===== src/rtl/datapath_sequencer.sv =====
// Multi-cycle MIPS control sequencer: fetches instructions over a req/valid handshake,
// decodes them and steps the datapath through its phases while tracking pc and instret.
module datapath_sequencer #(
    parameter logic [31:0] PC_RESET = 32'h0000_0000,
    parameter logic [31:0] PC_STEP  = 32'd4
) (
    input  logic        clk,
    input  logic        rst_n,
    input  logic        run,
    output logic        imem_req,
    output logic [31:0] imem_addr,
    input  logic        imem_valid,
    input  logic [31:0] imem_rdata,
    input  logic        alu_zero,
    output logic        RegDst,
    output logic        RegWrite,
    output logic        ALUSrc,
    output logic        MemWrite,
    output logic        MemToReg,
    output logic        MemRead,
    output logic [2:0]  ALUControl,
    output logic [25:0] Inst,
    output logic [31:0] pc,
    output logic        illegal,
    output logic [31:0] instret
);

    typedef enum logic [2:0] {
        S_IDLE   = 3'd0,
        S_FETCH  = 3'd1,
        S_DECODE = 3'd2,
        S_EXEC   = 3'd3,
        S_MEM    = 3'd4,
        S_WB     = 3'd5
    } state_t;

    typedef enum logic [2:0] {
        K_R    = 3'd0,
        K_LW   = 3'd1,
        K_SW   = 3'd2,
        K_ADDI = 3'd3,
        K_BEQ  = 3'd4,
        K_ILL  = 3'd5
    } kind_t;

    typedef struct packed {
        logic       reg_dst;
        logic       alu_src;
        logic       mem_to_reg;
        logic       mem_read;
        logic [2:0] alu_ctl;
    } ctl_t;

    function automatic kind_t decode_kind(input logic [5:0] op, input logic [5:0] funct);
        kind_t k;
        case (op)
            6'b000000: begin
                case (funct)
                    6'b100000, 6'b100010, 6'b100100, 6'b100101, 6'b101010: k = K_R;
                    default: k = K_ILL;
                endcase
            end
            6'b100011: k = K_LW;
            6'b101011: k = K_SW;
            6'b001000: k = K_ADDI;
            6'b000100: k = K_BEQ;
            default:   k = K_ILL;
        endcase
        return k;
    endfunction

    function automatic ctl_t decode_ctl(input kind_t k, input logic [5:0] funct);
        ctl_t c;
        c = ctl_t'(7'd0);
        case (k)
            K_R: begin
                c.reg_dst    = 1'b1;
                c.mem_to_reg = 1'b1;
                case (funct)
                    6'b100000: c.alu_ctl = 3'b101;
                    6'b100010: c.alu_ctl = 3'b110;
                    6'b100100: c.alu_ctl = 3'b000;
                    6'b100101: c.alu_ctl = 3'b001;
                    6'b101010: c.alu_ctl = 3'b111;
                    default:   c.alu_ctl = 3'b000;
                endcase
            end
            K_LW: begin
                c.alu_src  = 1'b1;
                c.mem_read = 1'b1;
                c.alu_ctl  = 3'b101;
            end
            K_SW: begin
                c.alu_src = 1'b1;
                c.alu_ctl = 3'b101;
            end
            K_ADDI: begin
                c.alu_src    = 1'b1;
                c.mem_to_reg = 1'b1;
                c.alu_ctl    = 3'b101;
            end
            K_BEQ:   c.alu_ctl = 3'b110;
            default: c = ctl_t'(7'd0);
        endcase
        return c;
    endfunction

    state_t      r_state, w_state_nxt;
    kind_t       r_kind, w_kind_nxt, w_fetch_kind;
    ctl_t        r_ctl, w_ctl_nxt;
    logic [25:0] r_inst, w_inst_nxt;
    logic [31:0] r_pc, w_pc_nxt, r_instret, w_instret_nxt;
    logic [31:0] w_pc_seq, w_pc_branch;
    logic        r_req, w_req_nxt;
    logic        r_reg_write, w_reg_write_nxt;
    logic        r_mem_write, w_mem_write_nxt;
    logic        r_illegal, w_illegal_nxt;
    logic        w_end, w_count, w_take;

    assign w_fetch_kind = decode_kind(imem_rdata[31:26], imem_rdata[5:0]);
    assign w_pc_seq     = r_pc + PC_STEP;
    assign w_pc_branch  = r_pc + 32'd4 + {{14{r_inst[15]}}, r_inst[15:0], 2'b00};

    // Next-state and next-output logic; outputs are registered so they track the state they belong to.
    always_comb begin
        w_state_nxt     = r_state;
        w_kind_nxt      = r_kind;
        w_ctl_nxt       = r_ctl;
        w_inst_nxt      = r_inst;
        w_pc_nxt        = r_pc;
        w_instret_nxt   = r_instret;
        w_req_nxt       = 1'b0;
        w_reg_write_nxt = 1'b0;
        w_mem_write_nxt = 1'b0;
        w_illegal_nxt   = 1'b0;
        w_end           = 1'b0;
        w_count         = 1'b0;
        w_take          = 1'b0;
        case (r_state)
            S_IDLE: begin
                if (run) begin
                    w_state_nxt = S_FETCH;
                    w_req_nxt   = 1'b1;
                end else begin
                    w_state_nxt = S_IDLE;
                end
            end
            S_FETCH: begin
                if (imem_valid) begin
                    w_state_nxt   = S_DECODE;
                    w_kind_nxt    = w_fetch_kind;
                    w_ctl_nxt     = decode_ctl(w_fetch_kind, imem_rdata[5:0]);
                    w_inst_nxt    = imem_rdata[25:0];
                    w_illegal_nxt = (w_fetch_kind == K_ILL);
                end else if (run) begin
                    w_req_nxt = 1'b1;
                end else begin
                    w_state_nxt = S_IDLE;
                end
            end
            S_DECODE: begin
                if (r_kind == K_ILL) begin
                    w_end = 1'b1;
                end else begin
                    w_state_nxt = S_EXEC;
                end
            end
            S_EXEC: begin
                case (r_kind)
                    K_BEQ: begin
                        w_end   = 1'b1;
                        w_count = 1'b1;
                        w_take  = alu_zero;
                    end
                    K_LW, K_SW: begin
                        w_state_nxt     = S_MEM;
                        w_mem_write_nxt = (r_kind == K_SW);
                    end
                    default: begin
                        w_state_nxt     = S_WB;
                        w_reg_write_nxt = 1'b1;
                    end
                endcase
            end
            S_MEM: begin
                if (r_kind == K_LW) begin
                    w_state_nxt     = S_WB;
                    w_reg_write_nxt = 1'b1;
                end else begin
                    w_end   = 1'b1;
                    w_count = 1'b1;
                end
            end
            S_WB: begin
                w_end   = 1'b1;
                w_count = 1'b1;
            end
            default: w_state_nxt = S_IDLE;
        endcase
        // Retire (or skip of an illegal word): advance pc, release controls, pick next fetch.
        if (w_end) begin
            w_state_nxt   = run ? S_FETCH : S_IDLE;
            w_req_nxt     = run;
            w_ctl_nxt     = ctl_t'(7'd0);
            w_inst_nxt    = 26'd0;
            w_pc_nxt      = w_take ? w_pc_branch : w_pc_seq;
            w_instret_nxt = w_count ? (r_instret + 32'd1) : r_instret;
        end else begin
            w_pc_nxt      = r_pc;
            w_instret_nxt = r_instret;
        end
    end

    // State, architectural counters and registered control outputs.
    always_ff @(posedge clk or negedge rst_n) begin
        if (!rst_n) begin
            r_state     <= S_IDLE;
            r_kind      <= K_ILL;
            r_ctl       <= ctl_t'(7'd0);
            r_inst      <= 26'd0;
            r_pc        <= PC_RESET;
            r_instret   <= 32'd0;
            r_req       <= 1'b0;
            r_reg_write <= 1'b0;
            r_mem_write <= 1'b0;
            r_illegal   <= 1'b0;
        end else begin
            r_state     <= w_state_nxt;
            r_kind      <= w_kind_nxt;
            r_ctl       <= w_ctl_nxt;
            r_inst      <= w_inst_nxt;
            r_pc        <= w_pc_nxt;
            r_instret   <= w_instret_nxt;
            r_req       <= w_req_nxt;
            r_reg_write <= w_reg_write_nxt;
            r_mem_write <= w_mem_write_nxt;
            r_illegal   <= w_illegal_nxt;
        end
    end

    assign imem_req   = r_req;
    assign imem_addr  = r_pc;
    assign pc         = r_pc;
    assign instret    = r_instret;
    assign Inst       = r_inst;
    assign RegDst     = r_ctl.reg_dst;
    assign ALUSrc     = r_ctl.alu_src;
    assign MemToReg   = r_ctl.mem_to_reg;
    assign MemRead    = r_ctl.mem_read;
    assign ALUControl = r_ctl.alu_ctl;
    assign RegWrite   = r_reg_write;
    assign MemWrite   = r_mem_write;
    assign illegal    = r_illegal;

endmodule


===== config.mk =====
export PLATFORM = sky130hd
export DESIGN_NAME = datapath_sequencer
export DESIGN_NICKNAME = d
export VERILOG_FILES = /design/src/rtl/datapath_sequencer.sv
export SDC_FILE = /design/constraint.sdc
export NUM_CORES = 1
export LEC_CHECK = 0
export ABC_AREA = 1
export CAP_MARGIN = 25
export CORE_ASPECT_RATIO = 1.25
export CORE_MARGIN = 5
export CORE_UTILIZATION = 35
export DETAILED_ROUTE_END_ITERATION = 12
export PLACE_DENSITY = 0.58
export SLEW_MARGIN = 40
export SYNTH_ARGS = -nofsm -noshare
export SYNTH_HDL_FRONTEND = slang
export SYNTH_SLANG_ARGS = --single-unit

===== constraint.sdc =====
create_clock -name clk -period 3 [get_ports clk]
set_input_delay 0.3 -clock clk [delete_from_list [all_inputs] [get_ports clk]]
set_output_delay 0.3 -clock clk [all_outputs]
set_load 0.01 [all_outputs]

==> reports/results.tsv, run 1 <==
stage	metric	value	unit
outcome	status	completed	
global_routing	grt_max_degree	72	
critical_path	crit_family	simple AND/OR/NAND/NOR gates	
critical_path	rr_worst_depth	20	
clock_network	cts_tree	done	
clock_network	h-tree-depth	3	
sta	post-route-period-util	0.981	
placed_design	io_buffers	165	
hold_path	whs_path_depth	1	
clock_network	cts.sinks	105	
pwr	switchingPower	5.22	mW
die	die_h	179	um
yosys	ys_ff_latch	105	
yosys	yosys.area.top_type_share	0.321	
critical_path	cp.arrival	3200	ps
yosys	ys_types	51	
die	core	22800	um2
sta	rsz0062_at_grt	yes	
critical_path	critPathLaunch	imem_addr[4]	
route	via_count	8557	
yosys	synth-main-ff-cell	dfrtp_1	
route	vias_per_cell	5.03	
route	dr.first_iter.drc_count	341	
sta	worstMarginPinSlew	717	ps
cells_and_area	fillers	2213	
pwr	internal_power	6.03	mW
hold_path	whs_endpoint	instret[31]	
cells_and_area	drive_above_1_share	0.277	
sta	finalHoldViolCount	0	
global_routing	grt.total_usage	0.212	
pwr	pwr-share-seq	0.197	
yosys	synth_edf_count	0	
die	rows	62	
route	firstDrtPassIters	6	
yosys	netlist_area	8040	um2
route	routed_wirelength	28800	um
pwr	p_sw_frac	0.464	
clock_network	clk_latency	370	ps
placed_design	dp_hpwl	22300	um
die	io_pins	170	
global_routing	antenna_found_initial	0	
critical_path	crit_fanout	5	
cells_and_area	layout.nets	1485	
cells_and_area	stdcell_count	1702	
pwr	p_leak	5.65	nW
hold_path	hold_class	reg2reg	
critical_path	path_common_cell	buf_4	
die	initial_core_util	0.352	
clock_network	cts_root_buffer	clkbuf_16	
route	antenna_left	0	
critical_path	end_kind	register	
sta	whs	470	ps
critical_path	crit_buf_inv	6	
yosys	syn-instance-count	1120	
cells_and_area	fin_util	0.533	
pwr	p_comb_frac	0.690	
global_routing	grt_pass1_wl	45000	um
pwr	p_per_area	926	nW/um2
critical_path	rrSetupSlack	60	ps
die	die_w	146	um
critical_path	path_class	reg2reg	
placed_design	placed_cells	1657	
placed_design	place_congestion	0.904	
sta	skew	19.4	ps
cells_and_area	antennaDiodeCount	0	
yosys	postSynth.asyncResetShare	1.00	
critical_path	cp-start-kind	register	
sta	setup_viol	0	
sta	final_max_slew_viol_count	0	
yosys	ys_top_cells_by_count	291 x nand2_1, 135 x inv_1, 103 x dfrtp_1, 98 x nor2_1, 73 x nand3_1	
run	drv_cap	0	
route	drc_errors	0	
global_routing	grt-ovfl-total	0	
cells_and_area	area_growth	51.2	%
clock_network	numCtsBuffers	9	
pwr	ir_drop	0.508	mV
die	die-area	26100	um2
yosys	avgSynthCellArea	7.17	um2
critical_path	r2r-end	imem_addr[20]	
pwr	p_total	11.2	mW
yosys	synth.area.top_cells	dfrtp_1 32%, nand2_1 14%, inv_1 6.3%	
clock_network	cts.path.max_buffers	2	
yosys	yosysTopAreaCell	dfrtp_1	
critical_path	cp_data_required_time	3260	ps
critical_path	cpPeakStageDelay	480	ps
critical_path	r2r_start	imem_addr[4]	
clock_network	clk_pin_slew	90	ps
yosys	ys_seq_area_frac	0.327	
sta	fmax	340	MHz
cells_and_area	design_area	12100	um2
yosys	synth_most_common_cell	nand2_1	
placed_design	post_dp_cell_area	10700	um2
global_routing	grt_pass1_vias	8687	
hold_path	hp-start	instret[31]	
sta	slew_headroom	0.522	
pwr	clkPwrFrac	0.113	
yosys	yosys_warnings	0	
sta	finalCriticalPeriod	2940	ps
critical_path	cp_slowest_cell	dfrtp_2	
route	avgRoutedWirePerCell	16.9	um
critical_path	crit_chain	buf_4, nand2_2, inv_2, nand4_1, buf_4, nor2_4, xor2_2, buf_4, ha_4, nand2_1, nor2_2, inv_1, buf_4, nor2_2, nand4_1, nand3_2, nand2_1, nand2_1, nor2_2, o21a_1	
==> cell usage in the layout (no fill, tap or decap), drive strengths merged, types with 47 or more instances in the layout <==
cell / netlist / final
nand2: 294 / 294
clkdlybuf4s50: 0 / 164
buf: 50 / 163
inv: 146 / 150
nor2: 106 / 106
dfrtp: 103 / 103
nand3: 75 / 75
o21ai: 48 / 48
xor2: 47 / 47
a21oi: 47 / 47
==> power groups by stage <==
stage / registers [mW] / logic, mW / clock network (mW)
final: 2.21 / 7.76 / 1.27
after global routing: 2.26 / 8.49 / 1.37
after CTS: 2.18 / 6.67 / 1.32
after detailed placement: 2.19 / 6.44 / 0
after global placement: 2.18 / 6.43 / 0
after floorplan: 2.34 / 3.38 / 0
==> worst max path at each step <==
stage,end,slack [ps],cells after the start
floorplan,imem_addr[31],270,20
global placement,imem_addr[28],-240,19
detailed placement,imem_addr[29],-270,17
CTS,imem_addr[22],4,19
global route,imem_addr[20],-110,20
finish,imem_addr[20],60,20
==> per-stage QoR <==
| stage | setup WS, ps | setup TNS, ps |
|---|---|---|
| 2_1_floorplan | 270 | 0 |
| 3_3_place_gp | -240 | -1470 |
| 3_5_place_dp | -274 | -1470 |
| 4_1_cts | 3.57 | 0 |
| 5_1_grt | -111 | -896 |
| 6_report | 55.6 | 0 |
==> worst reg2reg max path, delay by kind of cell, from the launching register on <==
kind	cells	cell delay [ps]
simple gates	11	1050
fa+ha+maj	1	290
buf+inv	6	750
compound gates	1	170
xor+xnor	1	120
flops	1	480
==> registers in the layout (all words and copies together) (netlist names) <==
| signal | flops |
|---|---|
| RegWrite | 1 |
| imem_req | 1 |
| illegal | 1 |
| MemRead | 1 |
| r_kind | 3 |
| MemToReg | 1 |
| Inst | 26 |
| ALUControl | 3 |
| imem_addr | 30 |
| r_state | 3 |
| ALUSrc | 1 |
| instret | 32 |
| MemWrite | 1 |
| RegDst | 1 |
==> layer usage <==
layer	global-route usage	routed length [um]	part of all wire
met3	0.0297	1100	0.038
met5	0	0	0
met2	0.387	15000	0.52
met1	0.244	11500	0.40
met4	0.0937	1180	0.041
==> layout make-up <==
cell class	count	area [um2]	share of cell area
clock buffers	9	225	0.0185
clock inverters	7	88.8	0.00731
inverters	147	554	0.0456
multi-input cells	818	5380	0.443
flip-flops and latches	105	2640	0.217
well taps	288	360	0.0297
repair buffers	328	2910	0.239
==> repair_timing <==
| action | 4_1_cts | 5_1_grt |
|---|---|---|
| gates resized for setup | 31 | 187 |
| buffers inserted | 4 | 25 |
| hold endpoints to repair | 55 | 0 |
| cloned | 0 | 0 |
| pin swaps | 6 | 68 |
| setup endpoints to repair | 12 | 23 |
| hold buffers | 1 | 0 |
==> cells by family after synthesis <==
logic type | share of synthesized area
AOI/OAI and AO/OA | 0.108
xor gates and xnor gates | 0.0632
adders and majority gates | 0.0617
buffers and inverters | 0.114
DFF | 0.327
muxes | 0.00280
other | 0.000467
and+or+nand+nor | 0.322
Power figures use the tool's default switching activity.
==> run 2, diff against run 1 <==
--- a/config.mk
+++ b/config.mk
@@ -11,7 +11,8 @@
 export CORE_MARGIN = 5
 export CORE_UTILIZATION = 35
 export DETAILED_ROUTE_END_ITERATION = 12
-export PLACE_DENSITY = 0.58
+export DONT_BUFFER_PORTS = 1
+export PLACE_DENSITY = 0.49
 export SLEW_MARGIN = 40
 export SYNTH_ARGS = -nofsm -noshare
 export SYNTH_HDL_FRONTEND = slang
==> run 2 against run 1 <==
Count of clock-buffer cells in the layout is the same; fmax grew 0.79%; die area is the same; hold slack lost 410 ps; via count shrank 9.0%; non-clock buffer count shrank 162; total power shrank 11%; design area shrank 15%; setup slack gained 23 ps; combinational power shrank 17%; critical endpoint is now imem_addr[19]; cell count shrank 9.5%; largest power group unchanged; largest cell class unchanged; clock skew shrank 7.8 ps.
==> reports/results.tsv, run 2 (synthesized netlist as in run 1, its figures left out) <==
stage	metric	value	unit	change
outcome	status	completed		
route	vias_per_cell	5.06		+0.61%
critical_path	crit_fanout	5		unchanged
sta	worstMarginPinSlew	663	ps	-54.6 ps
route	dr.first_iter.drc_count	321		-5.9%
clock_network	h-tree-depth	3		unchanged
critical_path	r2r-end	imem_addr[19]		
route	antenna_left	0		unchanged
cells_and_area	layout.nets	1323		-11%
sta	skew	11.6	ps	-7.81 ps
sta	final_max_slew_viol_count	0		unchanged
global_routing	grt_pass1_vias	7956		-8.4%
hold_path	hold_class	in2reg		
placed_design	place_ws	-294	ps	-20.3 ps
pwr	p_leak	4.97	nW	-12%
die	die-area	26100	um2	unchanged
sta	post-route-period-util	0.974		-0.00771
die	die_w	146	um	unchanged
critical_path	cp.arrival	3210	ps	about the same
route	avgRoutedWirePerCell	17.8	um	+5.3%
cells_and_area	antennaDiodeCount	0		unchanged
cells_and_area	drive_above_1_share	0.287		+0.00951
hold_path	whs_endpoint	Inst[5]		
route	firstDrtPassIters	5		-1
pwr	p_total	10.0	mW	-11%
run	drv_cap	0		unchanged
hold_path	whs_path_depth	2		+1
sta	finalHoldViolCount	0		unchanged
placed_design	io_buffers	0		-100%
clock_network	cts.sinks	105		unchanged
sta	setup_viol	0		unchanged
sta	finalCriticalPeriod	2920	ps	-23.1 ps
global_routing	grt-ovfl-total	0		unchanged
critical_path	cp-start-kind	register		
clock_network	cts_root_buffer	clkbuf_16		
clock_network	clk_pin_slew	90	ps	about the same
route	drc_errors	0		unchanged
global_routing	grt_max_degree	106		+47%
critical_path	end_kind	register		
placed_design	dp_hpwl	21500	um	-3.4%
global_routing	grt.total_usage	0.207		-0.00454
sta	slew_headroom	0.557		+0.0358
clock_network	cts_tree	done		
cells_and_area	area_growth	28.2	%	
die	io_pins	170		unchanged
clock_network	clk_latency	370	ps	about the same
hold_path	hp-start	imem_rdata[5]		
critical_path	rr_worst_depth	20		unchanged
global_routing	antenna_found_initial	0		unchanged
clock_network	numCtsBuffers	9		unchanged
clock_network	cts.path.max_buffers	2		unchanged
cells_and_area	final_common_cell	nand2_1		
sta	fmax	342	MHz	+0.79%
route	via_count	7790		-9.0%
placed_design	place_congestion	0.868		-4.0%
sta	worst_slack	78.7	ps	+23.1 ps
die	initial_core_util	0.352		unchanged
die	core	22800	um2	unchanged
global_routing	grt_pass1_wl	43400	um	-3.5%
cells_and_area	final_cell_mix	260 x nand2_1, 161 x buf_4, 126 x inv_1		
critical_path	path_class	reg2reg		
critical_path	cp_data_required_time	3290	ps	+30 ps
cells_and_area	largest_reg_flops	32		unchanged
route	routed_wirelength	27400	um	-4.7%
pwr	ir_drop	0.568	mV	+12%
critical_path	rrSetupSlack	80	ps	+20 ps
sta	rsz0062_at_grt	yes		
critical_path	r2r_start	imem_addr[3]		
die	die_h	179	um	unchanged
die	rows	62		unchanged
pwr	p_per_area	974	nW/um2	+5.2%
## run 2: worst max-delay path by stage
stage                     slack [ps]  cells past startpoint       endpoint          from
after global routing            -180                     21  imem_addr[27]  imem_addr[3]
final                             80                     20  imem_addr[19]  imem_addr[3]
after floorplan                  270                     20  imem_addr[31]  imem_addr[2]
after detailed placement        -290                     17  imem_addr[20]  imem_addr[4]
after CTS                          3                     18  imem_addr[30]  imem_addr[2]
after global placement          -300                     17  imem_addr[20]  imem_addr[4]
## run 2: critical path, stage by stage, from the launching register on
cell and delay (ps):
dfrtp_1 420, ha_2 210, nand2_2 50, inv_2 60, buf_6 90, nand2_4 40, nor4_4 290, xor2_1 230
ha_1 330, nand2_2 100, inv_2 40, nand2_2 70, inv_1 50, a21oi_2 120, nand2_2 120, buf_4 160
nand2_2 70, nand3_2 60, nand2_2 90, nand3_4 80, a22oi_2 160
## run 2: stage by stage
step	hold slack [ps]	cells	TNS (ps)	instance area, um2	util
finish	60.5	1540	0	10300	0.452
detailed placement	10.5	1502	-1020	9130	0.400
floorplan	4.41	1123	0	8050	-
CTS	51.8	1522	0	9580	0.420
global route	63.1	1540	-1110	10300	0.452
global placement	9.67	1502	-1100	9130	0.400
## run 2: power by group
group	switching [mW]	total, mW	leakage, nW	internal [mW]
Clock	0.643	1.25	0.153	0.607
Sequential	0.545	2.34	1.34	1.79
Combinational	3.72	6.44	3.49	2.73
Total	4.91	10.0	4.97	5.13
## run 2: timing repair
action | 4_1_cts | 5_1_grt
endpoints found under the setup margin | 17 | 22
hold endpoints to repair | 105 | 0
gates resized for setup | 22 | 144
hold buffers | 2 | 0
setup buffers | 2 | 18
pin swaps | 5 | 43
## run 2: per-layer routing
layer | track usage | wire, um | vias up | part of all wire
met5 | 0 | 0 | - | 0
met4 | 0.0750 | 903 | 0 | 0.033
met3 | 0.0461 | 1340 | 47 | 0.049
met2 | 0.389 | 14700 | 182 | 0.54
met1 | 0.226 | 10400 | 3683 | 0.38
li1 | - | - | 3878 | -
## run 2: area by class of cell
class / count / area, um2
inverters: 147 / 552
clock buffers: 9 / 225
multi-input cells: 818 / 5160
clock inverters: 7 / 88.8
well taps: 288 / 360
flip-flops and latches: 105 / 2640
repair buffers: 166 / 1280
fillers: 2360 / 12500
